<file path="config.mk">
export PLATFORM = sky130hd
export DESIGN_NAME = periph_bus_arbiter
export DESIGN_NICKNAME = d
export VERILOG_FILES = /design/src/rtl/periph_bus_pkg.sv /design/src/rtl/periph_rr_pick.sv /design/src/rtl/periph_bus_arbiter.sv
export SDC_FILE = /design/constraint.sdc
export NUM_CORES = 1
export LEC_CHECK = 0
export ABC_CLOCK_PERIOD_IN_PS = 1400
export BUFFER_PORTS_ARGS = -buffer_cell sky130_fd_sc_hd__buf_2
export CORE_MARGIN = 1.5
export CORE_UTILIZATION = 41
export DETAILED_ROUTE_END_ITERATION = 7
export PLACE_DENSITY = 0.79
export SYNTH_ARGS = -nofsm -noshare
export SYNTH_HDL_FRONTEND = slang
export SYNTH_SLANG_ARGS = --single-unit
export TNS_END_PERCENT = 50
</file>
<file path="constraint.sdc">
create_clock -name clk -period 1.4 [get_ports clk]
set_input_delay 0.28 -clock clk [delete_from_list [all_inputs] [get_ports clk]]
set_output_delay 0.28 -clock clk [all_outputs]
set_load 0.05 [all_outputs]
</file>
<file path="src/rtl/periph_bus_pkg.sv">
// Shared definitions for the two-master peripheral bus arbiter: address map,
// FSM state encoding and master indices.
package periph_bus_pkg;

   localparam logic [31:0] ADDR_DIN    = 32'd0;
   localparam logic [31:0] ADDR_DOUT   = 32'd4;
   localparam logic [31:0] ADDR_TIMER0 = 32'd8;
   localparam logic [31:0] ADDR_7SEG   = 32'd12;

   typedef enum logic [1:0] {
      IDLE   = 2'd0,
      ACCESS = 2'd1,
      RESP   = 2'd2
   } state_t;

   localparam logic M0 = 1'b0;
   localparam logic M1 = 1'b1;

   // Callers zero-extend their address, so this holds for any AW up to 32.
   function automatic logic addr_valid(input logic [31:0] addr);
      return (addr == ADDR_DIN)    || (addr == ADDR_DOUT) ||
             (addr == ADDR_TIMER0) || (addr == ADDR_7SEG);
   endfunction

endpackage

</file>
<file path="src/rtl/periph_rr_pick.sv">
// Two-way winner selection: round-robin against last_grant, or fixed
// priority with m0 winning when RR_EN is 0.
module periph_rr_pick
   import periph_bus_pkg::*;
#(
   parameter int RR_EN = 1
) (
   input  logic [1:0] req,
   input  logic       last_grant,
   output logic       any_req,
   output logic       winner
);

   always_comb begin
      any_req = |req;
      winner  = M0;
      case (req)
         2'b10:   winner = M1;
         2'b11:   winner = (RR_EN != 0) ? ~last_grant : M0;
         default: winner = M0;
      endcase
   end

endmodule

</file>
<file path="src/rtl/periph_bus_arbiter.sv">
// Shares the registered peripheral bus between the CPU data port (m0) and the
// debug/loader master (m1) using an IDLE -> ACCESS -> RESP sequence.
module periph_bus_arbiter
   import periph_bus_pkg::*;
#(
   parameter int AW    = 4,
   parameter int DW    = 32,
   parameter int RR_EN = 1
) (
   input  logic          clk,
   input  logic          reset,

   input  logic          m0_req,
   input  logic          m0_we,
   input  logic [AW-1:0] m0_addr,
   input  logic [DW-1:0] m0_wdata,
   output logic          m0_ready,
   output logic [DW-1:0] m0_rdata,
   output logic          m0_err,

   input  logic          m1_req,
   input  logic          m1_we,
   input  logic [AW-1:0] m1_addr,
   input  logic [DW-1:0] m1_wdata,
   output logic          m1_ready,
   output logic [DW-1:0] m1_rdata,
   output logic          m1_err,

   output logic [AW-1:0] A,
   output logic [DW-1:0] WD,
   output logic          WE,
   input  logic [DW-1:0] RD,
   output logic          busy
);

   state_t        state;
   logic          cur;
   logic          last_grant;
   logic          valid_q;
   logic          we_q;

   logic          any_req;
   logic          winner;
   logic          sel_we;
   logic [AW-1:0] sel_addr;
   logic [DW-1:0] sel_wdata;
   logic          sel_valid;
   logic [DW-1:0] resp_rdata;

   periph_rr_pick #(
      .RR_EN (RR_EN)
   ) u_pick (
      .req        ({m1_req, m0_req}),
      .last_grant (last_grant),
      .any_req    (any_req),
      .winner     (winner)
   );

   // Request fields of whichever master the picker chose this cycle.
   always_comb begin
      sel_we    = (winner == M1) ? m1_we    : m0_we;
      sel_addr  = (winner == M1) ? m1_addr  : m0_addr;
      sel_wdata = (winner == M1) ? m1_wdata : m0_wdata;
      sel_valid = addr_valid(32'(sel_addr));
   end

   // Only a mapped read returns peripheral data; writes and unmapped hits give 0.
   always_comb begin
      resp_rdata = (valid_q && !we_q) ? RD : '0;
   end

   assign busy = (state != IDLE);

   // Single FSM register block: bus outputs and per-master responses are all
   // registered here so the granted master only ever sees clean pulses.
   always_ff @(posedge clk) begin
      if (reset) begin
         state      <= IDLE;
         cur        <= M0;
         last_grant <= M1;
         valid_q    <= 1'b0;
         we_q       <= 1'b0;
         A          <= '0;
         WD         <= '0;
         WE         <= 1'b0;
         m0_ready   <= 1'b0;
         m0_rdata   <= '0;
         m0_err     <= 1'b0;
         m1_ready   <= 1'b0;
         m1_rdata   <= '0;
         m1_err     <= 1'b0;
      end else begin
         case (state)
            IDLE: begin
               if (any_req) begin
                  cur        <= winner;
                  last_grant <= winner;
                  A          <= sel_addr;
                  WD         <= sel_wdata;
                  valid_q    <= sel_valid;
                  we_q       <= sel_we;
                  WE         <= sel_we & sel_valid;
                  state      <= ACCESS;
               end
            end

            ACCESS: begin
               WE <= 1'b0;
               if (cur == M1) begin
                  m1_rdata <= resp_rdata;
                  m1_err   <= ~valid_q;
                  m1_ready <= 1'b1;
               end else begin
                  m0_rdata <= resp_rdata;
                  m0_err   <= ~valid_q;
                  m0_ready <= 1'b1;
               end
               state <= RESP;
            end

            RESP: begin
               m0_ready <= 1'b0;
               m1_ready <= 1'b0;
               state    <= IDLE;
            end

            default: begin
               WE       <= 1'b0;
               m0_ready <= 1'b0;
               m1_ready <= 1'b0;
               state    <= IDLE;
            end
         endcase
      end
   end

endmodule

</file>
---- Yosys cells after proc, flatten, opt, wreduce, memory -nomap -nowiden ----
Index checks and enable logic that the tools add are counted.
storage, ports and cells
  register bits after elaboration ......... 111
  output and inout port bits .............. 106
operators by class
  equal/unequal tests ..................... 10
  mux-type cells .......................... 13
  bitwise operators ....................... 6
  reduce and logical (&&, ||, !) cells .... 15
operator list
  kind                                                              number
  32-bit 2-to-1 mux                                                 2
  2-bit AND reduction                                               6
  4-bit == test (second input constant)                             2
  1-bit one-hot mux with 2 select lines                             4
  2-bit == test (second input constant)                             3
  2-bit != test (second input constant)                             3
  1-bit inverter                                                    5
  4-bit by 3-bit == test with 1-bit output (second input constant)  1
  4-bit zero test                                                   1
  1-bit 2-to-1 mux                                                  4
  4-bit 2-to-1 mux                                                  1
  2-bit one-hot mux with 2 select lines                             1
  1-bit logical OR                                                  3
  2-bit by 1-bit == test with 1-bit output (second input constant)  1
  2-bit zero test                                                   1
  2-bit 2-to-1 mux                                                  1
  2-bit nonzero test                                                1
  2-bit OR reduction                                                1
  1-bit bitwise AND                                                 1
  1-bit logical AND                                                 1
  1-bit zero test                                                   1

---- Depth between registers and ports, before layout ----
Gate-level depths: netlist of the first run.
  depth in word-level cells ............... 10
  mapped depth ............................ 5
  depth with buffers taken out ............ 4

---- Cells and area by module ----
A second synthesis of the first run with hierarchy kept.
unflattened totals
  cell total of the unflattened synthesis .. 495
  area, all modules ....................... 4356.7 sq um
modules (own cells, without submodules)
  module              times used  cells each  area each (sq um)  seq. area each (sq um)
  periph_bus_arbiter  1           493         4342.9             2222.1
  periph_rr_pick      1           2           13.8               0.0

---- Worst setup path before layout of the first run ----
OpenSTA, ideal clock, no wires.
  path type ............................... register to register
  start point ............................. register state[0]
  end point ............................... register m0_err
  library setup time ...................... 0.128 ns
  data arrival time ....................... 1.214 ns
  path slack .............................. 0.058 ns
  cell stages (with the launch flop) ...... 6
  period minus slack after synthesis ...... 1.342 ns
  cell sequence ........................... dfxtp_1 -> or3b_1 -> buf_2 -> buf_6 -> a21oi_1 -> nor2_1
between the ends
  longest elaborated chain between the ends .. 2
RTL lines
  what                                      line                       RTL
  start: declaration                        periph_bus_arbiter.sv:36   state_t state;
  start signal: assignment                  periph_bus_arbiter.sv:78   state <= IDLE;
  start signal: assignment                  periph_bus_arbiter.sv:103  state <= ACCESS;
  start signal: assignment                  periph_bus_arbiter.sv:118  state <= RESP;
  2-bit by 1-bit == test with 1-bit output  periph_bus_arbiter.sv:93   case (state)
  2-bit AND reduction (no line)             --
  end signal: assignment                    periph_bus_arbiter.sv:115  m0_err <= ~valid_q;
  end: declaration                          periph_bus_arbiter.sv:19   output logic m0_err,
Every way passes these cells.
A chain may end at the register's enable or synchronous reset.

---- Final worst setup path of the first run ----
  start point ............................. register state[1]
  end point ............................... register m1_rdata[0]
between the ends
  longest elaborated chain between the ends .. 2
RTL lines
  what                                      line                       RTL
  2-bit by 1-bit == test with 1-bit output  periph_bus_arbiter.sv:93
  2-bit AND reduction (no line)             --
  end signal: assignment                    periph_bus_arbiter.sv:110  m1_rdata <= resp_rdata;
  end: declaration                          periph_bus_arbiter.sv:26   output logic [DW-1:0] m1_rdata,
Every way passes these cells.

==> results of run 1 <==
[metal layers]
layer | global-route usage [%] | vias to the layer above
met5 | 0 | -
met4 | 7.24 | 0
met3 | 5.38 | 15
met2 | 38.7 | 222
met1 | 24.9 | 2051
li1 | - | 2139
[synth_stat cells, drive strengths merged]
master / number
nor3: 2
mux2: 1
o21ai: 2
nor2: 52
dfxtp: 111
a211oi: 36
o2bb2ai: 1
or3b: 1
buf: 22
nand3: 65
a21boi: 1
a22oi: 2
nand2: 66
clkbuf: 21
a21oi: 69
nand3b: 1
nand2b: 3
a221o: 1
nor2b: 3
inv: 2
mux2i: 36
[kinds of logic after synthesis]
| kind of cell | count (synthesis) | synth area share, % |
|---|---|---|
| AND/OR/NAND/NOR | 193 | 19.5 |
| AO/OA/AOI/OAI | 112 | 15.5 |
| flip-flops | 111 | 51.3 |
| buffers and inverters | 45 | 5.09 |
| multiplexers | 37 | 8.59 |
[through the flow]
step | std cells | util (%) | power [W] | setup TNS, ns | hold WS (ns)
floorplan | 498 | - | 0.00460 | 0 | 0.428
global placement | 821 | 54.7 | 0.00509 | 0 | 0.439
detailed placement | 821 | 54.7 | 0.00513 | -0.375 | 0.446
CTS | 840 | 57.3 | 0.00723 | -0.00749 | 0.129
global route | 845 | 58.8 | 0.00753 | -0.310 | 0.132
finish | 845 | 58.8 | 0.00721 | 0 | 0.152
[state kept, by name, indices dropped and copies added (netlist names)]
register and flops:
WD 32, we_q 1, A 4, WE 1, m1_ready 1, state 2
m0_ready 1, m0_rdata 32, m1_rdata 32, m1_err 1, last_grant 1, cur 1
m0_err 1, valid_q 1
[final timing paths]
| check | startpoint | depth (start not counted) | endpoint |
|---|---|---|---|
| worst max register to register | state[1] | 6 | m1_rdata[0] |
| worst min-delay path | RD[16] | 3 | m0_rdata[16] |
| worst max-delay path | state[1] | 6 | m1_rdata[0] |
| worst min register to register | m1_rdata[26] | 2 | m1_rdata[26] |
[worst register-to-register path: cells and delay by family, from the launching register on]
family / cells / cell delay (ns)
AOI/OAI and AO/OA: 1 / 0.14
buffers and inverters: 2 / 0.36
DFF: 1 / 0.39
and+or+nand+nor: 3 / 0.43
[cell type report]
class                           instances  area (µm²)  area share, %
Multi-Input combinational cell        342        1980           32.8
Sequential cell                       111        2230           36.9
Clock inverter                          7        87.6           1.45
Tap cell                              136         170           2.82
Timing Repair Buffer                  238        1440           23.9
Inverter                                2        7.51          0.124
Clock buffer                            9         124           2.05
[report_power, final]
part	leakage [nW]	switching [W]	internal (W)
registers	0.907	0.000101	0.00333
clock network	0.102	0.00118	0.000873
logic	1.67	0.00116	0.000566
[timing repair]
action                     4_1_cts  5_1_grt
resized for setup               11       16
buffers inserted                 3        2
setup endpoints to repair       22       45
cloned                           0        3
pin swaps                        1        2
==> impl_metrics.csv, run 1 <==
group,metric,value,unit
grt,track_usage,21.5,%
cells_and_area,area_growth,39.6,%
drt,drc,0,
yosys,synth_fp_nets,608,
cts,root_buffer,"clkbuf_8",
drt,ant_nets,0,
die,die_w,106,µm
yosys,ys_ff_latch,111,
grt,grt_pass1_wl,19.3,mm
worst_setup_path,crit_buf_inv,2,
cells_and_area,drive_above_1_share,39.2,%
cells_and_area,nNetsFinal,814,
timing,finClkSkew,0.0183,ns
grt,grt_pass1_vias,4125,
timing,layout_min_cycle_time,1.37,ns
timing,slew_viol_final,0,
grt,grt_remaining_overflow,0,
worst_setup_path,worstSetupEndpointType,"register",
power,vdd_drop_max,0.000642,V
drt,routed.top_layer,"met4",
cells_and_area,n_antenna_cell,0,
power,power.leakage,2.68,nW
cells_and_area,final_area,0.00604,mm²
cells_and_area,fillCellCount,934,
yosys,synth_cell_type_count,24,
grt,antenna_found_initial,0,
yosys,netlist_area,0.00433,mm²
placement,pre_cts_slack,-0.0606,ns
drt,wl_met3,1.16,mm
timing,fin_ws,0.0288,ns
die,dieArea,0.0112,mm²
worst_setup_path,r2r_slack,0.03,ns
timing,tightest_slew,0.434,ns
timing,max_freq,0.729,GHz
die,coreArea,0.0103,mm²
drt,drt-met1-wl,5.16,mm
cts,cts_buffers,9,
cts,clock-sinks,111,
yosys,yosysTopAreaCell,"dfxtp_1",
worst_setup_path,path_class,"register to register",
cts,clk_path_buf_depth,2,
yosys,ys_seq_area_share,51.3,%
grt,grt_max_degree,59,
die,ios,216,
run_status,outcome,"complete, no violations",
timing,worst_slew_margin_rel,70.8,%
yosys,synthTopCellsByArea,"dfxtp_1 51%, mux2i_1 8.3%, a21oi_1 8.0%, nand3_1 7.5%, a211oi_1 6.2%",
cts,cts_tree,"done",
placement,gp_congestion,0.794,
job,max_cap_viol_count,0,
cts,clk_pin_slew_worst_paths,0.12,ns
die,rows,37,
cts,clock_latency,0.37,ns
cts,cts_hold_buf,0,
die,die_h,106,µm
worst_setup_path,slowest_stage,"dfxtp_4",
placement,placed_area,0.00562,mm²
min_path,hp-class,"primary input to register",
worst_setup_path,critPathMaxFanout,16,
worst_setup_path,startpoint_type,"register",
timing,rsz0062_at_grt,"true",
yosys,synth_warnings,0,
drt,dr.pass1.iters,5,
drt,wl_per_cell,15.3,µm
worst_setup_path,cp_cell_sequence,"buf_6, nand2b_4, nor2_4, clkbuf_16, nand3_1, a21oi_1",
yosys,synth_area_per_cell,8.69,µm²
drt,vias_per_cell,5.24,
cts,htree_levels,3,
drt,via_count,4427,
die,initial_core_util,42.1,%
timing,setup_viol,0,
timing,fin_crit_sh,97.9,%
placement,io_buffers,215,
worst_setup_path,slowest_delay,0.39,ns
drt,drt_wl_total,12.9,mm
worst_setup_path,required,1.70,ns
power,cellPowerDensity,1190,mW/mm²
drt,route.met2.wl,6.42,mm
cells_and_area,final_common_cell,"buf_2",
cells_and_area,layout_common_cells,"213 x buf_2, 109 x dfxtp_1, 66 x nand2_1, 64 x nand3_1, 58 x a21oi_1",
timing,finalHoldViolations,0,
worst_setup_path,crit_family,"simple AND/OR/NAND/NOR gates",
drt,initialDrtViolationCount,300,
yosys,synth_top_area_share,51.3,%
placement,dp_hpwl,8.79,mm
worst_setup_path,cp_data_arrival_time,1.67,ns
yosys,synthCells,498,
No activity file was read; power rests on OpenSTA's default activity.
==> run 2, diff against run 1 <==
--- a/config.mk
+++ b/config.mk
@@ -6,10 +6,10 @@
 export NUM_CORES = 1
 export LEC_CHECK = 0
-export ABC_CLOCK_PERIOD_IN_PS = 1400
+export ABC_CLOCK_PERIOD_IN_PS = 1700
 export BUFFER_PORTS_ARGS = -buffer_cell sky130_fd_sc_hd__buf_2
 export CORE_MARGIN = 1.5
-export CORE_UTILIZATION = 41
+export CORE_UTILIZATION = 49
 export DETAILED_ROUTE_END_ITERATION = 7
-export PLACE_DENSITY = 0.79
+export PLACE_DENSITY = 0.88
 export SYNTH_ARGS = -nofsm -noshare
 export SYNTH_HDL_FRONTEND = slang
==> constraint.sdc (replaced) <==
create_clock -name clk -period 1.7 [get_ports clk]
set_input_delay 0.255 -clock clk [delete_from_list [all_inputs] [get_ports clk]]
set_output_delay 0.255 -clock clk [all_outputs]
set_load 0.05 [all_outputs]
==> run 2 against run 1 <==
Compared with the run above: die area down 16%; wire length shrank 7.8%; clock power down 19%; final cell count down 4.9%; critical path type is now register to primary output; sequential share of layout area rose by 1.8 points; combinational power decreased by 23%; largest power group unchanged; clock skew shrank 0.0032 ns.
==> impl_metrics.csv, run 2 (synthesized netlist as in run 1, its figures left out) <==
group,metric,value,unit
die,coreArea,0.00864,mm²
cells_and_area,nNetsFinal,801,
die,die_h,97.0,µm
die,die_w,97.0,µm
drt,ant_nets,0,
die,ios,216,
cells_and_area,final_common_cell,"buf_2",
worst_setup_path,worstSetupEndpointType,"primary output",
min_path,hold_end,"m1_rdata[13]",
drt,drc,0,
worst_setup_path,r2r_end,"m0_err",
power,vdd_drop_max,0.000746,V
timing,finClkSkew,0.0152,ns
worst_setup_path,path_class,"register to primary output",
power,cellPowerDensity,1010,mW/mm²
cts,cts_buffers,9,
cts,clk_path_buf_depth,2,
cells_and_area,fillCellCount,702,
timing,tightest_slew,0.433,ns
job,max_cap_viol_count,0,
grt,grt_remaining_overflow,0,
timing,worst_slew_margin_rel,71.1,%
worst_setup_path,cp_data_arrival_time,1.30,ns
cells_and_area,drive_above_1_share,35.8,%
timing,layout_min_cycle_time,1.55,ns
timing,rsz0062_at_grt,"false",
die,rows,34,
min_path,hp-class,"primary input to register",
cells_and_area,n_antenna_cell,0,
worst_setup_path,critPathMaxFanout,7,
grt,grt_max_degree,74,
grt,track_usage,24.5,%
worst_setup_path,r2r-start,"state[0]",
run_status,outcome,"complete, no violations",
placement,io_buffers,215,
worst_setup_path,r2r_slack,0.20,ns
grt,antenna_found_initial,0,
cts,clock_latency,0.36,ns
drt,wl_per_cell,14.8,µm
worst_setup_path,required,1.44,ns
drt,via_count,4272,
worst_setup_path,cp_cell_sequence,"nor2_4, inv_1, buf_2",
timing,finalHoldViolations,0,
die,dieArea,0.00941,mm²
worst_setup_path,rr_worst_depth,4,
placement,dp_hpwl,8.37,mm
power,power.leakage,2.59,nW
cts,root_buffer,"clkbuf_8",
cells_and_area,final_area,0.00575,mm²
drt,drt_wl_total,11.9,mm
drt,dr.pass1.iters,5,
timing,tns,0,ns
timing,slew_viol_final,0,
cells_and_area,reg.largest.list,"WD (32), m0_rdata (32), m1_rdata (32)",
cts,clk_pin_slew_worst_paths,0.12,ns
worst_setup_path,slowest_stage,"dfxtp_1",
cts,htree_levels,3,
placement,placed_area,0.00552,mm²
cts,clock-sinks,111,
worst_setup_path,startpoint_type,"register",
min_path,worstHoldStart,"RD[13]",
min_path,hold_path_depth,3,
timing,fin_crit_sh,91.3,%
cells_and_area,multi_input_area,0.00191,mm²
cells_and_area,layout_common_cells,"214 x buf_2, 110 x dfxtp_1, 69 x a21oi_1, 66 x nand2_1, 65 x nand3_1",
die,initial_core_util,50.1,%
cts,cts_tree,"done",
worst_setup_path,slowest_delay,0.51,ns
grt,grt_pass1_wl,19.1,mm
timing,setup_viol,0,
placement,gp_congestion,0.809,
cells_and_area,ff_latch_area,0.00222,mm²
timing,hold_ws,0.136,ns
drt,vias_per_cell,5.31,
grt,grt_pass1_vias,4037,
cells_and_area,area_growth,32.8,%
timing,max_freq,0.644,GHz
drt,initialDrtViolationCount,212,
## run 2: cell count changes in the layout (fill, tap and decap cells not counted), moves of 2 or more
| cell | change |
|---|---|
| clkinv_4 | +2 |
| buf_12 | -2 |
| a21oi_1 | +11 |
| a21oi_2 | -11 |
| buf_6 | -3 |
| clkbuf_16 | -3 |
| buf_4 | -6 |
| dfxtp_4 | -2 |
| clkinvlp_4 | -2 |
## run 2: what timing repair did
item / in CTS / in global routing
resized for setup: 1 / 2
endpoints found under the setup margin: 1 / 1
buffers inserted: 0 / 0
hold endpoints to repair: 0 / 0
hold buffers: 0 / 0
## run 2: routing by layer
metal / vias up / part of all wire (%) / global-route usage [%]
met2: 189 / 49 / 41.7
li1: 2114 / - / -
met3: 18 / 7.8 / 6.72
met1: 1951 / 42 / 29.4
met4: 0 / 1.6 / 9.03
met5: - / 0 / 0
## run 2: stage by stage
| step | instances | total power [W] | setup slack, ns | utilization, % |
|---|---|---|---|---|
| finish | 804 | 0.00580 | 0.148 | 66.6 |
| global route | 804 | 0.00604 | 0.0533 | 66.6 |
| CTS | 804 | 0.00584 | 0.0592 | 66.5 |
| detailed placement | 788 | 0.00419 | 0.247 | 64.0 |
| global placement | 788 | 0.00415 | 0.294 | 64.0 |
| floorplan | 498 | 0.00379 | 0.358 | - |
## run 2: area by class of cell
| type | instances | area share [%] |
|---|---|---|
| clock buffer | 9 | 2.15 |
| clock inverter | 7 | 1.59 |
| inverter | 2 | 0.131 |
| multi-input combinational | 342 | 33.3 |
| sequential | 111 | 38.7 |
| tap | 108 | 2.35 |
| timing repair buffer | 225 | 21.8 |
## run 2: critical path, delay by kind of cell, from the launching register on
family / cells / cell delay [ns]
DFF: 1 / 0.51
and+or+nand+nor: 1 / 0.09
buffers and inverters: 2 / 0.33
## run 2: power breakdown
part	internal, W	total, W	switching [W]
registers	0.00274	0.00282	0.0000813
logic	0.000396	0.00132	0.000923
clock network	0.000719	0.00166	0.000946
total	0.00385	0.00580	0.00195
## run 2: how the worst max path moves through the flow
stage / start / slack (ns) / endpoint / cells after the start
5_1_grt: state[0] / 0.05 / busy / 3
3_3_place_gp: state[0] / 0.29 / m0_err / 4
2_1_floorplan: state[0] / 0.36 / m0_err / 5
6_report: state[0] / 0.15 / busy / 3
3_5_place_dp: state[0] / 0.25 / m0_err / 4
4_1_cts: state[1] / 0.06 / busy / 3
==> run 3, diff against run 2 <==
- BUFFER_PORTS_ARGS: -buffer_cell sky130_fd_sc_hd__buf_2 -> default
- CORE_UTILIZATION: 49 -> 55
- DONT_BUFFER_PORTS: default -> 1
- PLACE_DENSITY: 0.88 -> 0.73
==> run 3 against run 2 <==
Compared with the run above: the run now ends with negative hold slack left; utilization down 6.0 points; non-clock buffer count down 211; clock skew up 0.00068 ns; critical path depth up 1; highest routed layer unchanged.
==> impl_metrics.csv, run 3 (synthesized netlist as in run 1, its figures left out) <==
group,metric,value,unit
timing,fin_crit_sh,92.4,%
cts,clock_latency,0.37,ns
worst_setup_path,rr_worst_depth,4,
worst_setup_path,cp_cell_sequence,"nand3b_1, buf_4, a21oi_1, dlygate4sd3_1",
cts,postCtsSetupRepairBufs,0,
min_path,worstHoldStart,"reset",
placement,dp_cells,568,
cts,cts_buffers,9,
cells_and_area,drive_above_1_share,7.22,%
power,power.leakage,1.60,nW
drt,routed.top_layer,"met4",
grt,antenna_found_initial,0,
worst_setup_path,startpoint_type,"register",
cells_and_area,final_common_cell,"dfxtp_1",
min_path,hold_end,"WD[5]",
die,dieArea,0.00841,mm²
drt,initialDrtViolationCount,183,
worst_setup_path,worstSetupEndpointType,"register",
cts,clk_path_buf_depth,2,
placement,dp_hpwl,6.71,mm
drt,wl_met3,1.06,mm
cts,htree_levels,3,
drt,via_count,3397,
worst_setup_path,crit_family,"buffers and inverters",
cts,cts_hold_buf,3,
timing,layout_min_cycle_time,1.57,ns
grt,grt_remaining_overflow,0,
cts,cts_tree,"done",
drt,vias_per_cell,5.79,
timing,hold_ws,-0.0421,ns
worst_setup_path,slowest_stage,"dlygate4sd3_1",
timing,finalHoldViolations,34,
timing,tns,0,ns
placement,gp_congestion,0.753,
placement,pre_cts_slack,0.279,ns
power,vdd_drop_max,0.000717,V
drt,ant_nets,0,
die,rows,32,
grt,track_usage,23.3,%
cells_and_area,final_core_util,60.5,%
worst_setup_path,r2r-start,"state[0]",
drt,drt-met1-wl,3.94,mm
power,cellPowerDensity,1170,mW/mm²
drt,route.met2.wl,4.83,mm
worst_setup_path,crit_buf_inv,2,
cells_and_area,n_antenna_cell,0,
timing,finClkSkew,0.0158,ns
die,die_w,91.7,µm
cells_and_area,nNetsFinal,590,
job,max_cap_viol_count,0,
cells_and_area,layout_common_cells,"110 x dfxtp_1, 69 x a21oi_1, 66 x nand2_1, 65 x nand3_1, 49 x nor2_1",
worst_setup_path,r2r_end,"m1_ready",
drt,wl_per_cell,17.0,µm
cts,root_buffer,"clkbuf_8",
run_status,violations,"negative hold slack",
placement,io_buffers,0,
drt,dr.pass1.iters,6,
worst_setup_path,critPathMaxFanout,16,
worst_setup_path,r2r_slack,0.13,ns
timing,slew_viol_final,0,
worst_setup_path,slowest_delay,0.54,ns
drt,drt_wl_total,9.97,mm
min_path,hold_path_depth,1,
grt,grt_pass1_vias,3159,
drt,drc,0,
die,die_h,91.7,µm
timing,tightest_slew,0.562,ns
die,coreArea,0.00769,mm²
min_path,hp-class,"primary input to register",
cts,clock-sinks,111,
grt,grt_pass1_wl,15.6,mm
timing,setup_viol,0,
cells_and_area,reg.largest.list,"WD (32), m0_rdata (32), m1_rdata (32)",
timing,fin_ws,0.129,ns
worst_setup_path,cp_data_arrival_time,1.88,ns
worst_setup_path,required,2.01,ns
die,ios,216,
die,initial_core_util,56.3,%
worst_setup_path,path_class,"register to register",
timing,rsz0062_at_grt,"false",
cts,clk_pin_slew_worst_paths,0.10,ns
run_status,outcome,"complete, but fails checks",
grt,grt_max_degree,112,
cells_and_area,finalNonFillerCells,587,
timing,worst_slew_margin_rel,62.5,%
cells_and_area,area_growth,7.52,%
timing,max_freq,0.637,GHz
-- run 3: cell types whose count changed in the layout (fill, tap and decap cells not counted), sizes merged --
cell and change:
clkinvlp +1, dlygate4sd3 +3, clkinv -1, inv -1, buf -214, clkbuf +1
-- run 3: area by class of cell --
cell class	instances	area, µm²
fill	700	3030
sequential	111	2220
multi-input combinational	342	1910
timing repair buffer	14	175
clock buffer	10	138
tap	102	128
clock inverter	6	68.8
inverter	2	7.51
-- run 3: worst max-delay path by stage --
stage	cells after the start	from	endpoint	slack [ns]
2_1_floorplan	5	state[0]	m0_err	0.36
3_3_place_gp	4	state[1]	we_q	0.26
3_5_place_dp	4	state[1]	cur	0.28
4_1_cts	4	state[1]	state[0]	0.06
5_1_grt	4	state[0]	state[0]	0.03
6_report	4	state[0]	m1_ready	0.13
-- run 3: repair_timing --
action / in CTS / in global routing
endpoints found under the setup margin: 1 / 3
endpoints found under the hold margin: 110 / 107
gates resized for setup: 1 / 2
-- run 3: report_power, final --
| part | total (W) | internal [W] | switching, W |
|---|---|---|---|
| Clock | 0.00162 | 0.000731 | 0.000888 |
| Sequential | 0.00326 | 0.00274 | 0.000525 |
| Combinational | 0.000573 | 0.000227 | 0.000347 |
| Total | 0.00545 | 0.00369 | 0.00176 |
-- run 3: worst register-to-register path: stages (launching register included) --
cell and delay, ns:
dfxtp_1 0.51, nand3b_1 0.14, buf_4 0.21, a21oi_1 0.12, dlygate4sd3_1 0.54
-- run 3: metrics by stage --
step | total power [W] | cell area (µm²)
floorplan | 0.00379 | 4330
global placement | 0.00387 | 4410
detailed placement | 0.00389 | 4410
CTS | 0.00550 | 4650
global route | 0.00569 | 4650
finish | 0.00545 | 4650
-- run 3: metal layers --
layer	vias to the layer above	GRT usage [%]
li1	1695	-
met1	1528	26.8
met2	162	38.9
met3	12	9.54
met4	0	8.21
met5	-	0
